--- src/rtl/regbank_sequencer.sv ---
// regbank_sequencer
//   Owns the write port of the 37-entry banked register file. It arbitrates
//   between pipeline writeback and exception entry, and maps logical
//   registers r0-r15 plus the processor mode onto physical bank indices.
//   An accepted exception runs a four-cycle entry sequence:
//   SPSR save, LR write, CPSR update, PC load.
// Ports
//   clk1, rst                : clock, synchronous active-high reset
//   cur_mode, cpsr_in        : current CPSR mode field and full CPSR
//   rd_lreg1/2 -> rd_paddr1/2: combinational read-side mapping
//   wb_req/wb_lreg/wb_data   : writeback request; wb_ack accepts it
//   exc_req/exc_type/exc_ret : exception request; exc_ack accepts it
//   exc_done                 : pulses during the PC-write cycle
//   bank_w/bank_paddr/bank_wdata, pc_w/pc_wdata,
//   cpsr_w/cpsr_wdata/cpsr_mask : registered write strobes and data
module regbank_sequencer #(
  parameter logic [31:0] VECTOR_BASE = 32'h0000_0000,
  parameter int          PADDR_W     = 6
) (
  input  logic               clk1,
  input  logic               rst,
  input  logic [4:0]         cur_mode,
  input  logic [31:0]        cpsr_in,
  input  logic [3:0]         rd_lreg1,
  input  logic [3:0]         rd_lreg2,
  output logic [PADDR_W-1:0] rd_paddr1,
  output logic [PADDR_W-1:0] rd_paddr2,
  input  logic               wb_req,
  input  logic [3:0]         wb_lreg,
  input  logic [31:0]        wb_data,
  output logic               wb_ack,
  input  logic               exc_req,
  input  logic [2:0]         exc_type,
  input  logic [31:0]        exc_ret,
  output logic               exc_ack,
  output logic               exc_done,
  output logic               bank_w,
  output logic [PADDR_W-1:0] bank_paddr,
  output logic [31:0]        bank_wdata,
  output logic               pc_w,
  output logic [31:0]        pc_wdata,
  output logic               cpsr_w,
  output logic [31:0]        cpsr_wdata,
  output logic [31:0]        cpsr_mask
);

  localparam logic [4:0] M_FIQ = 5'b10001;
  localparam logic [4:0] M_IRQ = 5'b10010;
  localparam logic [4:0] M_SVC = 5'b10011;
  localparam logic [4:0] M_ABT = 5'b10111;
  localparam logic [4:0] M_UND = 5'b11011;

  typedef enum logic [2:0] {IDLE, WB, E_SPSR, E_LR, E_CPSR, E_PC} state_t;

  state_t      state;
  logic [2:0]  exc_type_q;
  logic [31:0] exc_ret_q;
  logic        cpsr_f_q;   // only the F bit of the old CPSR is needed after accept

  // logical register + mode -> physical bank index
  function automatic logic [5:0] map_reg(input logic [4:0] mode, input logic [3:0] lr);
    logic [5:0] p;
    p = {2'b00, lr};
    case (mode)
      M_FIQ: if (lr >= 4'd8 && lr <= 4'd14) p = {2'b00, lr} + 6'd8;
      M_SVC: if (lr == 4'd13) p = 6'd23; else if (lr == 4'd14) p = 6'd24;
      M_ABT: if (lr == 4'd13) p = 6'd25; else if (lr == 4'd14) p = 6'd26;
      M_IRQ: if (lr == 4'd13) p = 6'd27; else if (lr == 4'd14) p = 6'd28;
      M_UND: if (lr == 4'd13) p = 6'd29; else if (lr == 4'd14) p = 6'd30;
      default: p = {2'b00, lr};
    endcase
    return p;
  endfunction

  function automatic logic [5:0] spsr_idx(input logic [4:0] mode);
    case (mode)
      M_FIQ:   return 6'd32;
      M_SVC:   return 6'd33;
      M_ABT:   return 6'd34;
      M_IRQ:   return 6'd35;
      default: return 6'd36;  // und; only reachable target modes are passed in
    endcase
  endfunction

  function automatic logic [4:0] tgt_mode(input logic [2:0] t);
    case (t)
      3'd1:      return M_UND;
      3'd3, 3'd4: return M_ABT;
      3'd5:      return M_IRQ;
      3'd6:      return M_FIQ;
      default:   return M_SVC;  // reset, swi
    endcase
  endfunction

  function automatic logic [31:0] vec_off(input logic [2:0] t);
    case (t)
      3'd1:    return 32'h04;
      3'd2:    return 32'h08;
      3'd3:    return 32'h0C;
      3'd4:    return 32'h10;
      3'd5:    return 32'h18;
      3'd6:    return 32'h1C;
      default: return 32'h00;
    endcase
  endfunction

  assign rd_paddr1 = PADDR_W'(map_reg(cur_mode, rd_lreg1));
  assign rd_paddr2 = PADDR_W'(map_reg(cur_mode, rd_lreg2));

  // Acks are the only combinational outputs; type 7 is treated as no request.
  logic can_accept;
  assign can_accept = (state == IDLE) || (state == WB);
  assign exc_ack    = !rst && can_accept && exc_req && (exc_type != 3'd7);
  assign wb_ack     = !rst && can_accept && !exc_ack && wb_req;

  // Strobes for a state are registered on the edge that enters that state.
  always_ff @(posedge clk1) begin
    if (rst) begin
      state      <= IDLE;
      exc_type_q <= 3'd0;
      exc_ret_q  <= 32'h0;
      cpsr_f_q   <= 1'b0;
      bank_w     <= 1'b0;
      pc_w       <= 1'b0;
      cpsr_w     <= 1'b0;
      exc_done   <= 1'b0;
      bank_paddr <= '0;
      bank_wdata <= 32'h0;
      pc_wdata   <= 32'h0;
      cpsr_wdata <= 32'h0;
      cpsr_mask  <= 32'h0;
    end else begin
      bank_w   <= 1'b0;
      pc_w     <= 1'b0;
      cpsr_w   <= 1'b0;
      exc_done <= 1'b0;
      case (state)
        IDLE, WB: begin
          if (exc_ack) begin
            state      <= E_SPSR;
            exc_type_q <= exc_type;
            exc_ret_q  <= exc_ret;
            cpsr_f_q   <= cpsr_in[6];
            bank_w     <= 1'b1;
            bank_paddr <= PADDR_W'(spsr_idx(tgt_mode(exc_type)));
            bank_wdata <= cpsr_in;
          end else if (wb_ack) begin
            state <= WB;
            if (wb_lreg == 4'd15) begin
              pc_w     <= 1'b1;
              pc_wdata <= wb_data;
            end else begin
              bank_w     <= 1'b1;
              bank_paddr <= PADDR_W'(map_reg(cur_mode, wb_lreg));
              bank_wdata <= wb_data;
            end
          end else begin
            state <= IDLE;
          end
        end
        E_SPSR: begin
          state      <= E_LR;
          bank_w     <= 1'b1;
          bank_paddr <= PADDR_W'(map_reg(tgt_mode(exc_type_q), 4'd14));
          bank_wdata <= exc_ret_q;
        end
        E_LR: begin
          state      <= E_CPSR;
          cpsr_w     <= 1'b1;
          cpsr_mask  <= 32'h0000_00FF;
          // I=1, T=0; F forced for reset/fiq, otherwise preserved
          cpsr_wdata <= {24'h0, 1'b1,
                         ((exc_type_q == 3'd0) || (exc_type_q == 3'd6)) ? 1'b1 : cpsr_f_q,
                         1'b0, tgt_mode(exc_type_q)};
        end
        E_CPSR: begin
          state    <= E_PC;
          pc_w     <= 1'b1;
          pc_wdata <= VECTOR_BASE + vec_off(exc_type_q);
          exc_done <= 1'b1;
        end
        default: state <= IDLE;  // E_PC
      endcase
    end
  end

endmodule

--- config.mk ---
export PLATFORM = sky130hd
export DESIGN_NAME = regbank_sequencer
export DESIGN_NICKNAME = d
export VERILOG_FILES = /design/src/rtl/regbank_sequencer.sv
export SDC_FILE = /design/constraint.sdc
export NUM_CORES = 1
export LEC_CHECK = 0
export CAP_MARGIN = 15
export CORE_UTILIZATION = 30
export CTS_CLUSTER_DIAMETER = 150
export DETAILED_ROUTE_END_ITERATION = 8
export PLACE_DENSITY = 0.73
export SYNTH_ARGS = -nofsm -noshare
export SYNTH_HDL_FRONTEND = slang
export SYNTH_SLANG_ARGS = --single-unit
--- constraint.sdc ---
create_clock -name clk1 -period 1.55 [get_ports clk1]
set_input_delay 0.2325 -clock clk1 [delete_from_list [all_inputs] [get_ports clk1]]
set_output_delay 0.2325 -clock clk1 [all_outputs]
set_load 0.05 [all_outputs]
* Yosys cells after proc, flatten, opt, wreduce, memory -nomap -nowiden
Cells that the tools add are included.
** Word-level totals
- Register bits :: 121
- Bits of input ports :: 120
- Output and inout bits :: 152
** Cells by class
- $add $sub $neg :: 3
- Magnitude comparators :: 6
- Eq/ne operators :: 42
- Mux-type cells :: 66
- Reduce and logical (&&, ||, !) cells :: 22
** Operators by type and width (number)
- two-way mux 32 bit :: 6
- two-way mux 5 bit :: 32
- one-hot mux 32 bit (2 select lines) :: 2
- one-hot mux 6 bit (5 select lines) :: 3
- equality test 5 bit (second input constant) :: 14
- one-hot mux 4 bit (4 select lines) :: 2
- one-hot mux 5 bit (6 select lines) :: 1
- equality test 4 bit (second input constant) :: 7
- one-hot mux 5 bit (5 select lines) :: 1
- one-hot mux 3 bit (4 select lines) :: 2
- equality test 3 bit (second input constant) :: 7
- two-way mux 6 bit :: 3
- adder 4 x 4 -> 5 bit (second input constant) :: 3
- equality test 3 x 2 -> 1 bit (second input constant) :: 5
- greater-or-equal comparator 4 bit (second input constant) :: 3
- less-or-equal comparator 4 bit (second input constant) :: 3
- one-hot mux 6 bit (2 select lines) :: 1
- two-way mux 1 bit :: 10
- equality test 3 x 1 -> 1 bit (second input constant) :: 3
- != test 3 bit (second input constant) :: 3
- logical AND 1 bit :: 8
- zero test 3 bit :: 2
- != test 2 bit (second input constant) :: 3
- OR reduction 2 bit :: 3
- 8 further kinds :: 12

* Logic depth before layout (Yosys ltp)
Gate-level depths: netlist of the first run.
- Word-level depth :: 12
- Mapped depth :: 8
- Depth with buffers taken out :: 7

* Worst setup path before layout of the first run
Ideal clock, no wire load.
- Kind :: input to output
- Start point :: input rd_lreg1[0]
- End point :: output rd_paddr1[3]
- Arrival time :: 1.580 ns
- Path slack :: -0.262 ns
- Stages :: 4
- Path buffers :: 0
- Cell sequence :: nor2b_1 nand2_1 a21oi_1 o21ai_0
** Between the ends
- Cells in the longest elaborated chain, start to end :: 4
- Elaborated cells between the ends (all ways) :: 16
- Classes of those cells :: 1 x add/sub; 2 x order compare; 2 x eq/ne; 10 x mux; 1 x reduce/logical
** RTL lines
- from (decl) :: RTL line 24 : input logic [3:0] rd_lreg1,
- greater-or-equal comparator 4 bit (tied with other cells) :: RTL line 65 : M_FIQ: if (lr >= 4'd8 && lr <= 4'd14) p = {2'b00, lr} + 6'd8;
- logical AND 1 bit (tied with other cells) :: RTL line 65
- two-way mux 5 bit (on tied branches)
- one-hot mux 6 bit (5 select lines) * :: RTL line 64 : case (mode)
- to (decl) :: RTL line 26 : output logic [PADDR_W-1:0] rd_paddr1,
Every way passes the cells marked *; elsewhere a longest branch is shown, timed or not.

* Final worst setup path of the first run
- Start point :: register state[1]
- End point :: register bank_wdata[14]
** Between the ends
- Cells in the longest elaborated chain, start to end :: 10
- Elaborated cells between the ends (all ways) :: 17
- Classes of those cells :: 4 x eq/ne; 2 x mux; 11 x reduce/logical
** RTL lines
- from (decl) :: RTL line 55 : state_t state;
- from (signal assigned) :: RTL line 119 : state <= IDLE;
- from (signal assigned) :: RTL line 140 : state <= E_SPSR;
- from (signal assigned) :: RTL line 148 : state <= WB;
- equality test 3 x 1 -> 1 bit or zero test 3 bit (tied branches) :: RTL line 112, 137
- logical OR 1 bit :: RTL line 112 : assign can_accept = (state == IDLE) || (state == WB);
- logical AND 1 bit :: RTL line 113, 114
- logical AND 1 bit (2 in a row) :: RTL line 113 : assign exc_ack = !rst && can_accept && exc_req && (exc_type != 3'd7);
- zero test 1 bit :: RTL line 114 : assign wb_ack = !rst && can_accept && !exc_ack && wb_req;
- logical AND 1 bit (2 in a row) :: RTL line 114
- != test 3 bit (no line)
- AND reduction 3 bit (no line)
- to (signal assigned) :: RTL line 146 : bank_wdata <= cpsr_in;
- to (signal assigned) :: RTL line 155 : bank_wdata <= wb_data;
- to (signal assigned) :: RTL line 165 : bank_wdata <= exc_ret_q;
- to (decl) :: RTL line 39 : output logic [31:0] bank_wdata,
Parallel ways exist; a longest one is shown, timed or not.
A chain may end at the register's enable or synchronous reset.

==> summary.txt, run 1 <==
Run status
  – Status: finished with violations
  – Failing checks: negative setup slack

Setup path
  – Stages on worst setup path: 7
  – Reg2Reg Depth: 7
  – CP peak stage delay: ~0.36 ns
  – Crit-path cells: buf_6 > nor3b_4 > a21oi_4 > buf_8 > bufbuf_16 > nand2_1 > a311oi_2
  – Crit path DAT: 2.13 ns
  – Worst setup SP type: register
  – CP Class: register to register
  – CP bufs+invs: 3
  – Worst Path Max Fanout: 5
  – FF-to-FF setup slack: -0.27 ns
  – CP Capture Type: register
  – Req. time, crit path: 1.86 ns
  – CP delay by family, top: buffers and inverters
  – Critical-path top delay cell: dfxtp_4

Clocking
  – Clk slew on worst S/H paths: around 0.050 ns
  – Clock sink count: around 120
  – Total CTS buffers: 17
  – Max clock buf depth: 2
  – Root buf cell: clkbuf_16
  – Clk_lat worst skew: approximately 0.42 ns
  – H-Tree Depth: 4
  – CTS hold repair buffers: 0
  – TritonCTS clock tree: built

Synthesis
  – Synthesized area: a little under 6000 µm²
  – Number of synthesized register bits: approximately 120
  – Simple-gate share of the synthesized area: 20.5%
  – Post-synthesis compound-gate area fraction: between 20% and 30%
  – Gate Count Post-Synth: roughly 720
  – Library cells used by synthesis: between 50 and 60
  – Ys flop type: dfxtp_1
  – Yosys warns: 0
  – Number of synthesized flops with an enable pin: 0
  – Post-synthesis xor/xnor area fraction: 0.883%
  – Post-synthesis adder-cell area fraction: less than 1%
  – Post-synth ARST share: 0%
  – Avg Cell Area, Syn: 8.22 µm²
  – Sequential share of the synthesized area: 40.1%
  – Multiplexer share of the synthesized area: 0.757%
  – Largest family of logic cells by synthesized area: compound AO/OA/AOI/OAI gates

Timing
  – Hold slack: 0.366 ns
  – Minimum clock period: ~1.8 ns
  – Clock skew: about 0.017 ns
  – Final worst setup slack: -0.266 ns
  – Max Slew Vio Count: 0
  – Unrepaired setup endpoints after global routing: yes
  – Final setup vio count: between 80 and 90
  – Final hold violations: 0
  – Final period utilization: 117%
  – Slew margin rel.: approximately 60%
  – Slew @ Worst Pin: a little under 0.6 ns
  – Max Fclk: about 0.55 GHz

Power and ir drop
  – Psw: around 3500 µW
  – Int Power: about 7400 µW
  – Sequential power share: 30.9%
  – Sw frac: 32.1%
  – Clock share of power: 38.2%
  – Comb power frac: approximately 30%
  – Maximum vdd drop: 0.811 mV
  – LEAKAGE: ~0.0043 µW
  – PwrDens: ~1000 nW/µm²

Route
  – Vias per cell: 4.93
  – DRT iter0 DRCs: slightly above 300
  – Metal-1 WL: 9.99 mm
  – Max layer used: met4
  – Final ANT Viol Nets: 0
  – DRT Pass-1 Iters: 4
  – Routed wl met3: approximately 1.4 mm
  – Avg WL per Cell: 18.3 µm
  – Routed via count: between 6,000 and 7,000
  – Total wire length: 23.9 mm
  – Met2 routed WL: 11.8 mm
  – DR DRC count: 0

Die
  – Die Span Y: approximately 140 µm
  – Top Ports: between 200 and 300
  – Core area: 19,500 µm²
  – Initial Util: 30.6%
  – Die Area: 20,400 µm²
  – Row cnt: 51
  – Die W: 143 µm

Layout
  – Finished Cell Area: 10,800 µm²
  – Layout net count: 1,150
  – Area Growth Syn to Fin: 81.2%
  – Filler cell count: 1,655
  – Most frequent cells in the layout: 148 x buf_4, 117 x dfxtp_1, 107 x nand2_1
  – Layout cell share with drive strength beyond 1: 40.9%
  – Commonest non-fill, non-tap cell in the layout: buf_4

Place
  – Post-DP Area: a little under 9000 µm²
  – Port Buffers: between 200 and 250
  – RePlAce Congestion: 0.846
  – Post-DP HPWL: approximately 14 mm

Global routing
  – Total Routing Usage GR: a little under a quarter
  – Total grt overflow: 0
  – Vias in the first global route: ~6,300
  – Largest net degree at the start of global routing: 49
  – Initial antenna violation count: 1
  – Global-route wire length before repair: around 35 mm

Hold path
  – Hold crit path type: input port to register
  – Hold path depth: 3

Flow run
  – Number of max-cap violations: 0
## what timing repair did
| action | 4_1_cts | 5_1_grt |
|---|---|---|
| gates resized for setup | 157 | 81 |
| setup endpoints to repair | 92 | 116 |
| pin swaps | 69 | 36 |
| buffers inserted | 25 | 15 |
| cloned | 15 | 3 |
## power by group through the flow
stage,Clock (µW),Combinational [µW],Sequential [µW]
finish,4190,3380,3390
global route,4410,3540,3410
CTS,4260,3180,3390
detailed placement,0,2730,3450
global placement,0,2690,3440
floorplan,0,1280,3950
## cells by family (layout without fill, tap and decap cells)
| kind of cell | count (synthesis) | in the layout |
|---|---|---|
| AND/OR/NAND/NOR | 277 | 277 |
| XOR/XNOR | 6 | 6 |
| buffers and inverters | 127 | 392 |
| AO/OA/AOI/OAI | 186 | 186 |
| multiplexers | 4 | 4 |
| other | 1 | 52 |
| adder cells (fa/ha/maj) | 4 | 4 |
| flip-flops | 119 | 119 |
## stage by stage
step	utilization, %	std cells	setup TNS (ns)	setup WS (ns)	power [µW]
finish	55.4	1305	-11.05	-0.266	11000
global route	55.4	1305	-17.85	-0.314	11400
CTS	53.2	1291	-9.94	-0.246	10800
detailed placement	44.5	1222	-46.23	-0.493	6180
global placement	44.5	1222	-39.32	-0.478	6140
floorplan	-	774	-2.09	-0.0689	5230
## sequential cells by signal, summed over array words and instances, names as in the netlist
register / cells
bank_wdata: 32
exc_ret_q: 32
pc_wdata: 32
bank_paddr: 6
cpsr_wdata: 6
exc_type_q: 3
state: 3
bank_w: 1
cpsr_f_q: 1
cpsr_w: 1
exc_done: 1
pc_w: 1
## final timing paths
check                      startpoint                     endpoint
max reg2reg       state[1]$_SDFF_PP0_  bank_wdata[14]$_SDFFE_PP0P_
min                       exc_ret[11]   exc_ret_q[11]$_SDFFE_PP0P_
max               state[1]$_SDFF_PP0_  bank_wdata[14]$_SDFFE_PP0P_
min reg2reg  pc_wdata[8]$_SDFFE_PP0P_     pc_wdata[8]$_SDFFE_PP0P_
## per-layer routing
layer,global-route usage (%),up-vias
met5,0,-
met4,9.73,0
met3,5.57,49
met2,39.3,270
met1,27.9,3074
li1,-,3041
## Yosys cell counts (2+ instances only)
| cell | instances | area share, % |
|---|---|---|
| nand2_1 | 150 | 9.5 |
| dfxtp_1 | 119 | 40 |
| a21oi_1 | 77 | 6.5 |
| buf_4 | 66 | 8.3 |
| nor2_1 | 58 | 3.7 |
| nand3_1 | 39 | 3.3 |
| a22oi_1 | 33 | 4.2 |
| clkbuf_1 | 29 | 1.8 |
| a311oi_2 | 26 | 6.6 |
| inv_1 | 13 | 0.82 |
| buf_2 | 12 | 1.0 |
| o21ai_0 | 8 | 0.67 |
| a211oi_1 | 6 | 0.76 |
| a311oi_1 | 6 | 0.88 |
| buf_6 | 5 | 0.95 |
| xor2_1 | 5 | 0.74 |
| nand2b_1 | 4 | 0.42 |
| nor3_1 | 4 | 0.34 |
| a31oi_1 | 3 | 0.32 |
| ha_1 | 3 | 0.63 |
| mux2_2 | 3 | 0.57 |
| nand4_1 | 3 | 0.32 |
| nor2b_1 | 3 | 0.32 |
| o211ai_1 | 3 | 0.38 |
| o21a_1 | 3 | 0.38 |
| o21ai_1 | 3 | 0.25 |
| o221a_2 | 3 | 0.57 |
| a211oi_2 | 2 | 0.42 |
| a21o_1 | 2 | 0.25 |
| and3_1 | 2 | 0.21 |
| and3b_1 | 2 | 0.29 |
| nand2_2 | 2 | 0.21 |
| nand3b_1 | 2 | 0.25 |
| o22ai_1 | 2 | 0.21 |
## final cells by class
cell class / instances / area, µm² / area share, %
tap: 265 / 332 / 3.08
inverter: 14 / 60.1 / 0.557
multi-input combinational: 528 / 3580 / 33.2
clock inverter: 9 / 149 / 1.38
timing repair buffer: 347 / 3800 / 35.3
sequential: 119 / 2390 / 22.2
clock buffer: 22 / 464 / 4.31
antenna: 1 / 2.50 / 0.0232
## worst reg2reg max path, stage by stage (launching register included)
cell	delay (ns)
dfxtp_4	0.36
buf_6	0.11
nor3b_4	0.16
a21oi_4	0.23
buf_8	0.19
bufbuf_16	0.28
nand2_1	0.09
a311oi_2	0.31
Power figures use the tool's default switching activity.
==> run 2: changes to the inputs <==
- DONT_BUFFER_PORTS: unset -> 1
- PLACE_DENSITY: 0.73 -> 0.54
- clock period: 1.55 -> 1.6 ns (I/O delays scaled with it)
==> run 2 against run 1 <==
Against the previous run:
- the run ends with negative hold slack, negative setup slack left
- sequential share of layout area grew 5.7 points
- sequential power hardly changed
- clock skew shrank 0.0026 ns
- worst setup slack better by 0.11 ns
- hold slack got worse by 0.48 ns
- global-route usage shrank 3.5 points
- count of clock-buffer cells in the layout is 2 higher
- clock power fell by 2%
- non-clock buffer count is 199 lower
- via count down 15%
- critical path depth fell by 1
==> summary.txt, run 2 (same netlist as run 1, synthesis figures left out) <==
Layout
  – Largest regs: bank_wdata x32, exc_ret_q x32, pc_wdata x32 (unchanged)
  – Layout net count: 951 (was 1,150)
  – Area Growth Syn to Fin: 44.6% (was 81.2%)
  – Most frequent cells in the layout: 142 x nand2_1, 116 x dfxtp_1, 87 x buf_4 (was 148 x buf_4, 117 x dfxtp_1, 107 x nand2_1)
  – Filler cell count: 1,919 (was 1,655)
  – Final core occ: 44.2% (was 55.4%)
  – Commonest non-fill, non-tap cell in the layout: nand2_1 (was buf_4)
  – Antenna diodes: 0 (was 1)
  – Layout cell share with drive strength beyond 1: 34.2% (was 40.9%)
  – Finished Layout Cells: 1,106 (was 1,305)

Timing
  – Hold slack: -0.112 ns (was 0.366 ns)
  – Minimum clock period: around 1.8 ns
  – Clock skew: 0.0149 ns (was 0.0175 ns)
  – Slew margin rel.: 61.5% (was 60.4%)
  – Final worst setup slack: -0.154 ns (was -0.266 ns)
  – Max Slew Vio Count: 0 (unchanged)
  – Unrepaired setup endpoints after global routing: yes (unchanged)
  – Final setup vio count: 56 (was 85)
  – Final period utilization: 110%
  – Max Fclk: 0.570 GHz
  – Final hold violations: 85 (was 0)
  – Slew @ Worst Pin: 0.577 ns (was 0.595 ns)

Route
  – Total wire length: 20.8 mm (was 23.9 mm)
  – DRT iter0 DRCs: 274 (was 304)
  – Routed via count: 5,489 (was 6,434)
  – Final ANT Viol Nets: 0 (unchanged)
  – Avg WL per Cell: 18.8 µm (was 18.3 µm)
  – DR DRC count: 0 (unchanged)
  – DRT Pass-1 Iters: 4 (unchanged)
  – Vias per cell: 4.96 (was 4.93)

Setup path
  – Worst setup SP type: register (unchanged)
  – Critical-path top delay cell: dfxtp_4 (unchanged)
  – CP peak stage delay: 0.35 ns (was 0.36 ns)
  – Req. time, crit path: 1.36 ns (was 1.86 ns)
  – Worst Path Max Fanout: 3 (was 5)
  – Crit-path cells: buf_6 > nor3_4 > o211ai_1 > buf_4 > inv_4 > buf_12 (was buf_6 > nor3b_4 > a21oi_4 > buf_8 > bufbuf_16 > nand2_1 > a311oi_2)
  – CP Class: register to output pin (was register to register)
  – CP Capture Type: output pin (was register)
  – Crit path DAT: 1.51 ns (was 2.13 ns)

Global routing
  – Total Routing Usage GR: 19.6% (was 23.2%)
  – Vias in the first global route: 5,036 (was 6,266)
  – Global-route wire length before repair: 29.7 mm (was 35.2 mm)
  – Total grt overflow: 0 (unchanged)
  – Largest net degree at the start of global routing: 118 (was 49)
  – Initial antenna violation count: 1 (unchanged)

Run status
  – Failing checks: negative hold slack, negative setup slack (was negative setup slack)
  – Status: finished with violations (unchanged)

Die
  – Core area: 19,500 µm² (unchanged)
  – Initial Util: 30.6% (unchanged)
  – Die Span Y: 143 µm (unchanged)
  – Die W: 143 µm (unchanged)
  – Top Ports: 272 (unchanged)
  – Row cnt: 51 (unchanged)
  – Die Area: 20,400 µm² (unchanged)

Clocking
  – TritonCTS clock tree: built (unchanged)
  – Clk slew on worst S/H paths: 0.06 ns (was 0.05 ns)
  – H-Tree Depth: 4 (unchanged)
  – Max clock buf depth: 2 (unchanged)
  – CTS hold repair buffers: 2 (was 0)
  – Total CTS buffers: 17 (unchanged)
  – Clk_lat worst skew: 0.42 ns (about the same)
  – Root buf cell: clkbuf_16 (unchanged)
  – Clock sink count: 119 (unchanged)

Place
  – Placed Cells: 1,029 (was 1,222)
  – Port Buffers: 0 (was 220)
  – Post-DP HPWL: 13.3 mm (was 14.3 mm)
  – RePlAce Congestion: 0.880 (was 0.846)

Hold path
  – Hold crit path type: input port to register (unchanged)

Power and ir drop
  – Maximum vdd drop: 0.703 mV (was 0.811 mV)
  – LEAKAGE: 0.00331 µW (was 0.00435 µW)
  – PwrDens: 1170 nW/µm² (was 1020 nW/µm²)

Flow run
  – Number of max-cap violations: 0 (unchanged)
==> run 2: final timing paths <==
kind,start,endpoint,slack (ns),cells after the start
setup / recovery,state[2]$_SDFF_PP0_,wb_ack,-0.15,6
hold / removal,rst,exc_ret_q[9]$_SDFFE_PP0P_,-0.11,1
setup reg to reg,state[2]$_SDFF_PP0_,exc_type_q[0]$_SDFFE_PP0P_,-0.13,6
hold reg to reg,exc_ret_q[8]$_SDFFE_PP0P_,exc_ret_q[8]$_SDFFE_PP0P_,0.45,2
==> run 2: per-stage QoR <==
stage               setup slack (ns)  hold WS, ns  setup TNS [ns]  instance area [µm²]  total power [µW]
floorplan                    -0.0118        0.376          -0.236                 6160              5050
global placement             -0.0328        0.318          -0.233                 6750              5460
detailed placement           -0.0881        0.320           -1.82                 6750              5470
CTS                           -0.138       -0.124           -3.01                 8050              9990
global route                  -0.225       -0.131           -8.64                 8600             10500
finish                        -0.154       -0.112           -3.28                 8600             10100
==> run 2: final cells by class <==
cell class	instances	area (µm²)	share of cell area [%]
clock buffer	24	482	5.60
clock inverter	8	144	1.67
multi-input combinational	528	3410	39.6
inverter	14	60.1	0.698
sequential	119	2390	27.8
tap	265	332	3.86
timing repair buffer	148	1780	20.7
==> run 2: report_power, final <==
group,switching [µW],internal (µW)
combinational,1570,1030
sequential,208,3160
clock,1390,2730
==> run 2: metal layers <==
layer  share of wire, %  track usage, %  vias up  wire, µm
met5              0.082               0        -        17
met4                1.2            5.32        2       260
met3                8.3            7.51       22      1720
met2                 48            31.8      183      9930
met1                 43            24.2     2652      8890
li1                   -               -     2630         -
==> run 2: worst max-delay path: cells and delay by family, from the launching register on <==
family	cells	cell delay (ns)
AOI/OAI and AO/OA	1	0.14
DFF	1	0.35
buffers and inverters	4	0.49
and+or+nand+nor	1	0.13
==> run 2: repair_timing <==
item	in CTS	in global routing
pin swaps	16	70
gates cloned	12	3
resized for setup	23	118
buffers inserted	20	15
endpoints found under the setup margin	69	105
endpoints found under the hold margin	114	112
==> run 3: changes to the inputs <==
- GPL_ROUTABILITY_DRIVEN: unset -> 0
==> results of run 3 <==
Final layout, timing and power as in run 2 (identical DEF).
